===== src/rtl/vga_pkg.sv =====
// Shared constants for the VGA pixel stage: CGA palette, attribute field
// positions and character width.
package vga_pkg;

  localparam int CHAR_W = 8;

  // Attribute byte layout: [3:0] foreground, [6:4] background, [7] blink or bg intensity
  localparam int ATTR_FG_LSB = 0;
  localparam int ATTR_FG_MSB = 3;
  localparam int ATTR_BG_LSB = 4;
  localparam int ATTR_BG_MSB = 6;
  localparam int ATTR_HI_BIT = 7;

  localparam logic [11:0] PALETTE [16] = '{
    12'h000, 12'h00A, 12'h0A0, 12'h0AA,
    12'hA00, 12'hA0A, 12'hA50, 12'hAAA,
    12'h555, 12'h55F, 12'h5F5, 12'h5FF,
    12'hF55, 12'hF5F, 12'hFF5, 12'hFFF
  };

endpackage


===== src/rtl/vga_palette_lut.sv =====
// Combinational 16-entry palette lookup: 4-bit colour index to 12-bit RGB.
module vga_palette_lut
  import vga_pkg::*;
(
  input  logic [3:0]  idx_i,
  output logic [11:0] rgb_o
);

  assign rgb_o = PALETTE[idx_i];

endmodule


===== src/rtl/vga_pixel_shifter.sv =====
// Serialises glyph bits to pixels, resolves attribute colours with cursor swap,
// and drives aligned VGA outputs. Define VGA_BLINK_EN to make attr[7] a blink bit.
module vga_pixel_shifter
  import vga_pkg::*;
#(
  parameter int CURSOR_START = 14,
  parameter int CURSOR_END   = 15
) (
  input  logic        clk,
  input  logic        rst,
  input  logic        ph1,
  input  logic        sec_in,
  input  logic        de_in,
  input  logic        hs_in,
  input  logic        vs_in,
  input  logic [4:0]  row_in,
  input  logic        cursor_in,
  input  logic [15:0] characterline_in,
  output logic [11:0] rgb_out,
  output logic        hs_out,
  output logic        vs_out,
  output logic        de_out
);

  localparam logic [3:0] CUR_LO = 4'(CURSOR_START);
  localparam logic [3:0] CUR_HI = 4'(CURSOR_END);

  logic [1:0]        ph1_det_q;
  logic [CHAR_W-1:0] shift_q;
  logic [7:0]        attr_q;
  logic [2:0]        pix_cnt_q;
  logic              active_q;
  logic              de_q, hs_q, vs_q, cur_q, sec_q;
  logic [3:0]        row_q;
  logic [11:0]       rgb_q;
  logic              hs_out_q, vs_out_q, de_out_q;

  logic        load;
  logic [3:0]  fg, bg, pal_idx;
  logic        cur_on, pix;
  logic [11:0] colour;
  logic [11:0] rgb_d;
  logic        unused_row_msb;

  assign unused_row_msb = row_in[4];
  assign load = (ph1_det_q == 2'b01);

  always_comb begin
    fg = attr_q[ATTR_FG_MSB:ATTR_FG_LSB];
`ifdef VGA_BLINK_EN
    bg = {1'b0, attr_q[ATTR_BG_MSB:ATTR_BG_LSB]};
    // Blink hides the glyph before any cursor swap is considered
    if (attr_q[ATTR_HI_BIT] && !sec_q)
      fg = bg;
`else
    bg = attr_q[ATTR_HI_BIT:ATTR_BG_LSB];
`endif
    cur_on = cur_q & sec_q & (row_q >= CUR_LO) & (row_q <= CUR_HI);
    pix    = active_q & shift_q[CHAR_W-1];
    if (cur_on)
      pal_idx = pix ? bg : fg;
    else
      pal_idx = pix ? fg : bg;
  end

  vga_palette_lut u_lut (
    .idx_i (pal_idx),
    .rgb_o (colour)
  );

  assign rgb_d = de_q ? colour : 12'h000;

  always_ff @(posedge clk or posedge rst) begin
    if (rst) begin
      ph1_det_q <= '0;
      shift_q   <= '0;
      attr_q    <= '0;
      pix_cnt_q <= '0;
      active_q  <= 1'b0;
      de_q      <= 1'b0;
      hs_q      <= 1'b0;
      vs_q      <= 1'b0;
      cur_q     <= 1'b0;
      sec_q     <= 1'b0;
      row_q     <= '0;
      rgb_q     <= '0;
      hs_out_q  <= 1'b0;
      vs_out_q  <= 1'b0;
      de_out_q  <= 1'b0;
    end else begin
      ph1_det_q <= {ph1_det_q[0], ph1};
      if (load) begin
        shift_q   <= characterline_in[7:0];
        attr_q    <= characterline_in[15:8];
        pix_cnt_q <= '0;
        active_q  <= 1'b1;
        de_q      <= de_in;
        hs_q      <= hs_in;
        vs_q      <= vs_in;
        cur_q     <= cursor_in;
        sec_q     <= sec_in;
        row_q     <= row_in[3:0];
      end else if (active_q) begin
        shift_q   <= {shift_q[CHAR_W-2:0], 1'b0};
        pix_cnt_q <= pix_cnt_q + 3'd1;
        if (pix_cnt_q == 3'd7)
          active_q <= 1'b0;
      end
      rgb_q    <= rgb_d;
      hs_out_q <= hs_q;
      vs_out_q <= vs_q;
      de_out_q <= de_q;
    end
  end

  assign rgb_out = rgb_q;
  assign hs_out  = hs_out_q;
  assign vs_out  = vs_out_q;
  assign de_out  = de_out_q;

endmodule

===== config.mk =====
export PLATFORM = sky130hd
export DESIGN_NAME = vga_pixel_shifter
export DESIGN_NICKNAME = d
export VERILOG_FILES = /design/src/rtl/vga_pkg.sv /design/src/rtl/vga_palette_lut.sv /design/src/rtl/vga_pixel_shifter.sv
export SDC_FILE = /design/constraint.sdc
export NUM_CORES = 1
export LEC_CHECK = 0
export ABC_AREA = 1
export ABC_CLOCK_PERIOD_IN_PS = 1500
export CORE_MARGIN = 5
export CORE_UTILIZATION = 47
export DETAILED_ROUTE_END_ITERATION = 10
export GPL_TIMING_DRIVEN = 0
export PLACE_DENSITY = 0.78
export REMOVE_ABC_BUFFERS = 1
export SLEW_MARGIN = 30
export SYNTH_ARGS = -nofsm -noshare
export SYNTH_HDL_FRONTEND = slang
export SYNTH_SLANG_ARGS = --single-unit

===== constraint.sdc =====
create_clock -name clk -period 1.5 [get_ports clk]
set_clock_uncertainty 0.15 [all_clocks]
set_input_delay 0.225 -clock clk [delete_from_list [all_inputs] [get_ports clk]]
set_output_delay 0.225 -clock clk [all_outputs]
set_load 0.005 [all_outputs]

Yosys cells after proc, flatten, opt, wreduce, memory -nomap -nowiden
Memory sizes are Yosys's and may differ from the RTL's. Index checks and enable logic that the tools add are counted.

$add $sub $neg: 1. Order comparisons: 3. Equal/unequal tests: 2. Muxes and demuxes: 13. Bitwise logic cells: 5. Reductions and logical operators: 1.

Operators by type and width (number): $mux W12 (3); $mux W8 (2); $mux W4 (3); $mux W3 (2); $ge A5 B5 Y1 const B (1); $not A4 Y5 (1); $and A1 B1 Y1 (4); $ge A4 B4 Y1 const B (1); $le A4 B4 Y1 const B (1); $add A3 B1 Y3 const B (1); $eq A3 B3 Y1 const B (1); $mux W1 (3); $eq A2 B1 Y1 const B (1); $reduce_bool A2 Y1 (1).

Flip-flop bits (word level): 46. Memory bits (read-only): 192. Input bits: 29. Logic and storage cells: 41. Memories kept: 1.

Memories: (no name shown) (words 16, bits a word 12, rd ports 1, clocked after Yosys merged registers in 0, write ports 0, line vga_palette_lut.sv:9) `assign rgb_o = PALETTE[idx_i];`.

Logic depth before layout (Yosys ltp)
Depth after elaboration: 9. Mapped depth: 9.

By module
A second synthesis with hierarchy kept.

Cell total of the unflattened synthesis: 241. Area total of the unflattened synthesis: 1999.4 sq um.

By module, submodules not included: vga_pixel_shifter (times used 1, cells an instance 224, area each 1890.6 sq um, sequential area each 1126.1 sq um); vga_palette_lut (times used 1, cells an instance 17, area each 108.9 sq um, sequential area each 0.0 sq um).

Worst setup path after synthesis
Ideal clock, no wire load.

Kind: register to register. Start: register active_q. End: register rgb_q[6], in the netlist rgb_out[6]. Data arrival time: 1006 ps. Required time: 1226 ps. Path slack: 220 ps. Cell stages (with the launch flop): 9. Period minus slack after synthesis: 1280 ps. Cell sequence: dfrtp_1 nand2_2 buf_6 nand2_1 o21ai_1 nand2_1 nand2_1 nor2_2 o21bai_1.

Word-level cells in the longest chain between the ends: 8. Elaborated cells on any way between the ends: 9. Those cells by class: mux: 6; bitwise: 2; memory: 1.

RTL lines: from (decl) (line vga_pixel_shifter.sv:32) `logic active_q;`; from (signal assigned) (line vga_pixel_shifter.sv:79) `active_q <= 1'b0;`; from (signal assigned) (line vga_pixel_shifter.sv:96) `active_q <= 1'b1;`; from (signal assigned) (line vga_pixel_shifter.sv:107) `active_q <= 1'b0;`; $and A1 B1 Y1 * (line vga_pixel_shifter.sv:59) `pix = active_q & shift_q[CHAR_W-1];`; $mux W4, on equally long branches (line vga_pixel_shifter.sv:63, vga_pixel_shifter.sv:61); $mux W4 * (line vga_pixel_shifter.sv:60) `if (cur_on)`; $not A4 Y5 (not written as such) * (line vga_palette_lut.sv:9); $mem_v2 Z16 W12 *; $mux W12 (not written as such) * (2 in series) (line vga_palette_lut.sv:9); $mux W12 * (line vga_pixel_shifter.sv:71) `assign rgb_d = de_q ? colour : 12'h000;`; to (signal assigned) (line vga_pixel_shifter.sv:109) `rgb_q <= rgb_d;`; to (decl) (line vga_pixel_shifter.sv:35) `logic [11:0] rgb_q;`.

Every way passes the cells marked *; elsewhere a longest branch is shown, timed or not. The select of a mux whose other input is x is not followed. A chain may end at the register's enable or synchronous reset.

Worst setup path after layout
Start: register rgb_q[10], in the netlist rgb_out[10]. End: output rgb_out[10].

RTL lines: to (decl) (line vga_pixel_shifter.sv:19) `output logic [11:0] rgb_out,`.

No word-level cell between the ends.

==> flow_metrics.tcl <==
set metrics [dict create \
    fin_cells 282 \
    path_max_fanout 3 \
    drv_cap 0 \
    setup_ws_ns 0.05838 \
    path_cells "buf_4 -> clkdlybuf4s15_1" \
    start_util_pct 48.98 \
    synth_top_area_share_pct 57.27 \
    cts_buffers 5 \
    die_w_um 69.44 \
    insertion_delay_ns 0.33 \
    antenna_found_initial 0 \
    yosys_register_bits 38 \
    power.total_mw 2.974 \
    viasPerCell 4.890 \
    fill_cells 295 \
    path_delay_family "flip-flops" \
    synth_fa_ha_area_share_pct 1.507 \
    grt_overflow 0 \
    dp.final_hpwl_mm 2.110 \
    syn-instance-count 193 \
    synthMuxAreaShare_pct 0 \
    final_cell_mix "nand2_1, dfrtp_1, clkdlybuf4s50_1" \
    powerDensity_nw_per_um2 1369 \
    cp.arrival_ns 1.07 \
    cts_max_level 2 \
    yosysUniqueCellTypes 20 \
    numPortBuffers 41 \
    cts-root-buf "clkbuf_4" \
    die_y_um 69.44 \
    core_region_area_um2 3390 \
    synth_top_family_by_area "simple AND/OR/NAND/NOR gates" \
    dp.cells 265 \
    place_congestion 0.7446 \
    final.period_utilization_pct 96.11 \
    place_ws_ns -0.5804 \
    ys_warn_count 0 \
    grt_pass1_wl_mm 5.782 \
    p_leak_nw 1.075 \
    grt_setup_unrepaired "yes" \
    nets 268 \
    worst_path_largest_cell_delay_ns 0.40 \
    clkTransAtPathRegs_ns 0.10 \
    syn_to_final_growth_pct 30.82 \
    avgSynthCellArea_um2 8.603 \
    min_period_ns 1.442 \
    drc_errors 0 \
    grt_max_degree 39 \
    synth-seq-area-share_pct 57.27 \
    finalHoldViolations 0 \
    tightest_slew_ns 0.7704 \
    synth_simple_gate_area_share_pct 21.85 \
    ioPinCount 44 \
    wl_mm 3.596 \
    vias 1379 \
    drive_gt1_share_pct 11.86 \
    synthTopCellsByArea "dfrtp_1, nand2_1, inv_1" \
    path_buf_inv 2 \
    wire_per_inst_um 12.75 \
    cts.path.max_buffers 2 \
    num_rows 21 \
    synth_compound_area_share_pct 9.269 \
    antenna_cells 0 \
    ir_drop_uv 847.6 \
    yosys.area_share.xor_xnor_pct 0.5275 \
    cts.sink_count 38 \
    drtPass1Iterations 4 \
    grt_pass1_vias 1264 \
    dr.first_iter.drc_count 80 \
    slew_violations 0 \
    end_kind "primary output" \
    fin_setup_tns_ns 0 \
    synth_top_area_cell "dfrtp_1" \
    top_usage_layer "met2" \
    start_kind "flip-flop" \
    cp_slowest_cell "dfrtp_1" \
    report.final.setup_viol 0 \
    cts_tree "yes" \
    whs_ns 0.1900 \
    worstPathRequired_ns 1.12 \
    ant_nets 0 \
    final_common_cell "nand2_1" \
    hold_path_class "in -> reg" \
    critPathKind "reg -> out" \
    grtUsageMet1_pct 19.80 \
    gr-usage-met2_pct 22.99 \
    fmax_mhz 693.7 \
    slew_headroom_pct 48.56 \
    status "complete, no violations" \
    grt_usage_pct 15.00 \
    use_met3_pct 3.768 \
    dieArea_um2 4821 \
    syn_area_um2 1660 \
]
state kept, by name, indices dropped and copies added (netlist names):
signal     cells
hs_out         1
sec_q          1
pix_cnt_q      3
row_q          3
attr_q         8
hs_q           1
shift_q        8
cur_q          1
de_q           1
active_q       1
ph1_det_q      2
vs_out         1
de_out         1
vs_q           1
rgb_out        5
cell usage after synthesis, drive strengths merged:
cell type / instances
nand2: 70
dfrtp: 38
inv: 18
o21ai: 16
nor2: 14
buf: 9
nand3: 8
clkbuf: 6
a31oi: 5
a21oi: 2
ha: 2
o21bai: 2
o311ai: 2
xnor2: 1
report_power, final:
part | internal [mW] | switching [mW]
combinational | 0.489 | 0.555
sequential | 1.26 | 0.155
clock | 0.211 | 0.303
per-layer routing:
metal	share of wire (%)	vias up
met3	6.9	9
li1	-	688
met5	0	-
met4	2.0	0
met2	47	62
met1	44	620
logic make-up after synthesis:
family | after synthesis
AO/OA/AOI/OAI | 27
adder cells (fa/ha/maj) | 2
buffers and inverters | 33
flip-flops | 38
AND/OR/NAND/NOR | 92
XOR/XNOR | 1
path summary, 6_finish.rpt:
check,start,to,slack [ns],cells past startpoint
worst max-delay path,rgb_out[10],rgb_out[10],0.06,2
worst min-delay path,ph1,ph1_det_q[0],0.19,1
worst max register to register,ph1_det_q[1],cur_q,0.09,5
worst min register to register,vs_q,vs_out,0.24,0
max in group asynchronous,rst,shift_q[7],0.47,2
min in group asynchronous,rst,shift_q[5],0.20,2
metrics by stage:
step | util, % | area [um2]
3_3_place_gp | 60.10 | 2037
5_1_grt | 64.08 | 2172
6_report | 64.08 | 2172
3_5_place_dp | 60.24 | 2042
4_1_cts | 63.09 | 2138
2_1_floorplan | - | 1569
repair_timing:
item	in CTS	in global routing
setup buffers	5	1
endpoints found under the setup margin	34	18
hold buffers	0	0
gates resized for setup	21	8
gates cloned	2	3
pin swaps	1	2
area by class of cell:
class                   instances  area (um2)  share of cell area, %
multi-input cells             124       578.1                  26.61
well taps                      46       57.56                  2.650
repair buffers                 47       439.2                  20.22
flip-flops and latches         38       954.7                  43.95
clock buffers                   6       51.30                  2.362
repair inverters                3       20.02                 0.9217
inverters                      18       71.32                  3.283
Note: power is estimated with default switching activity, not from simulation.
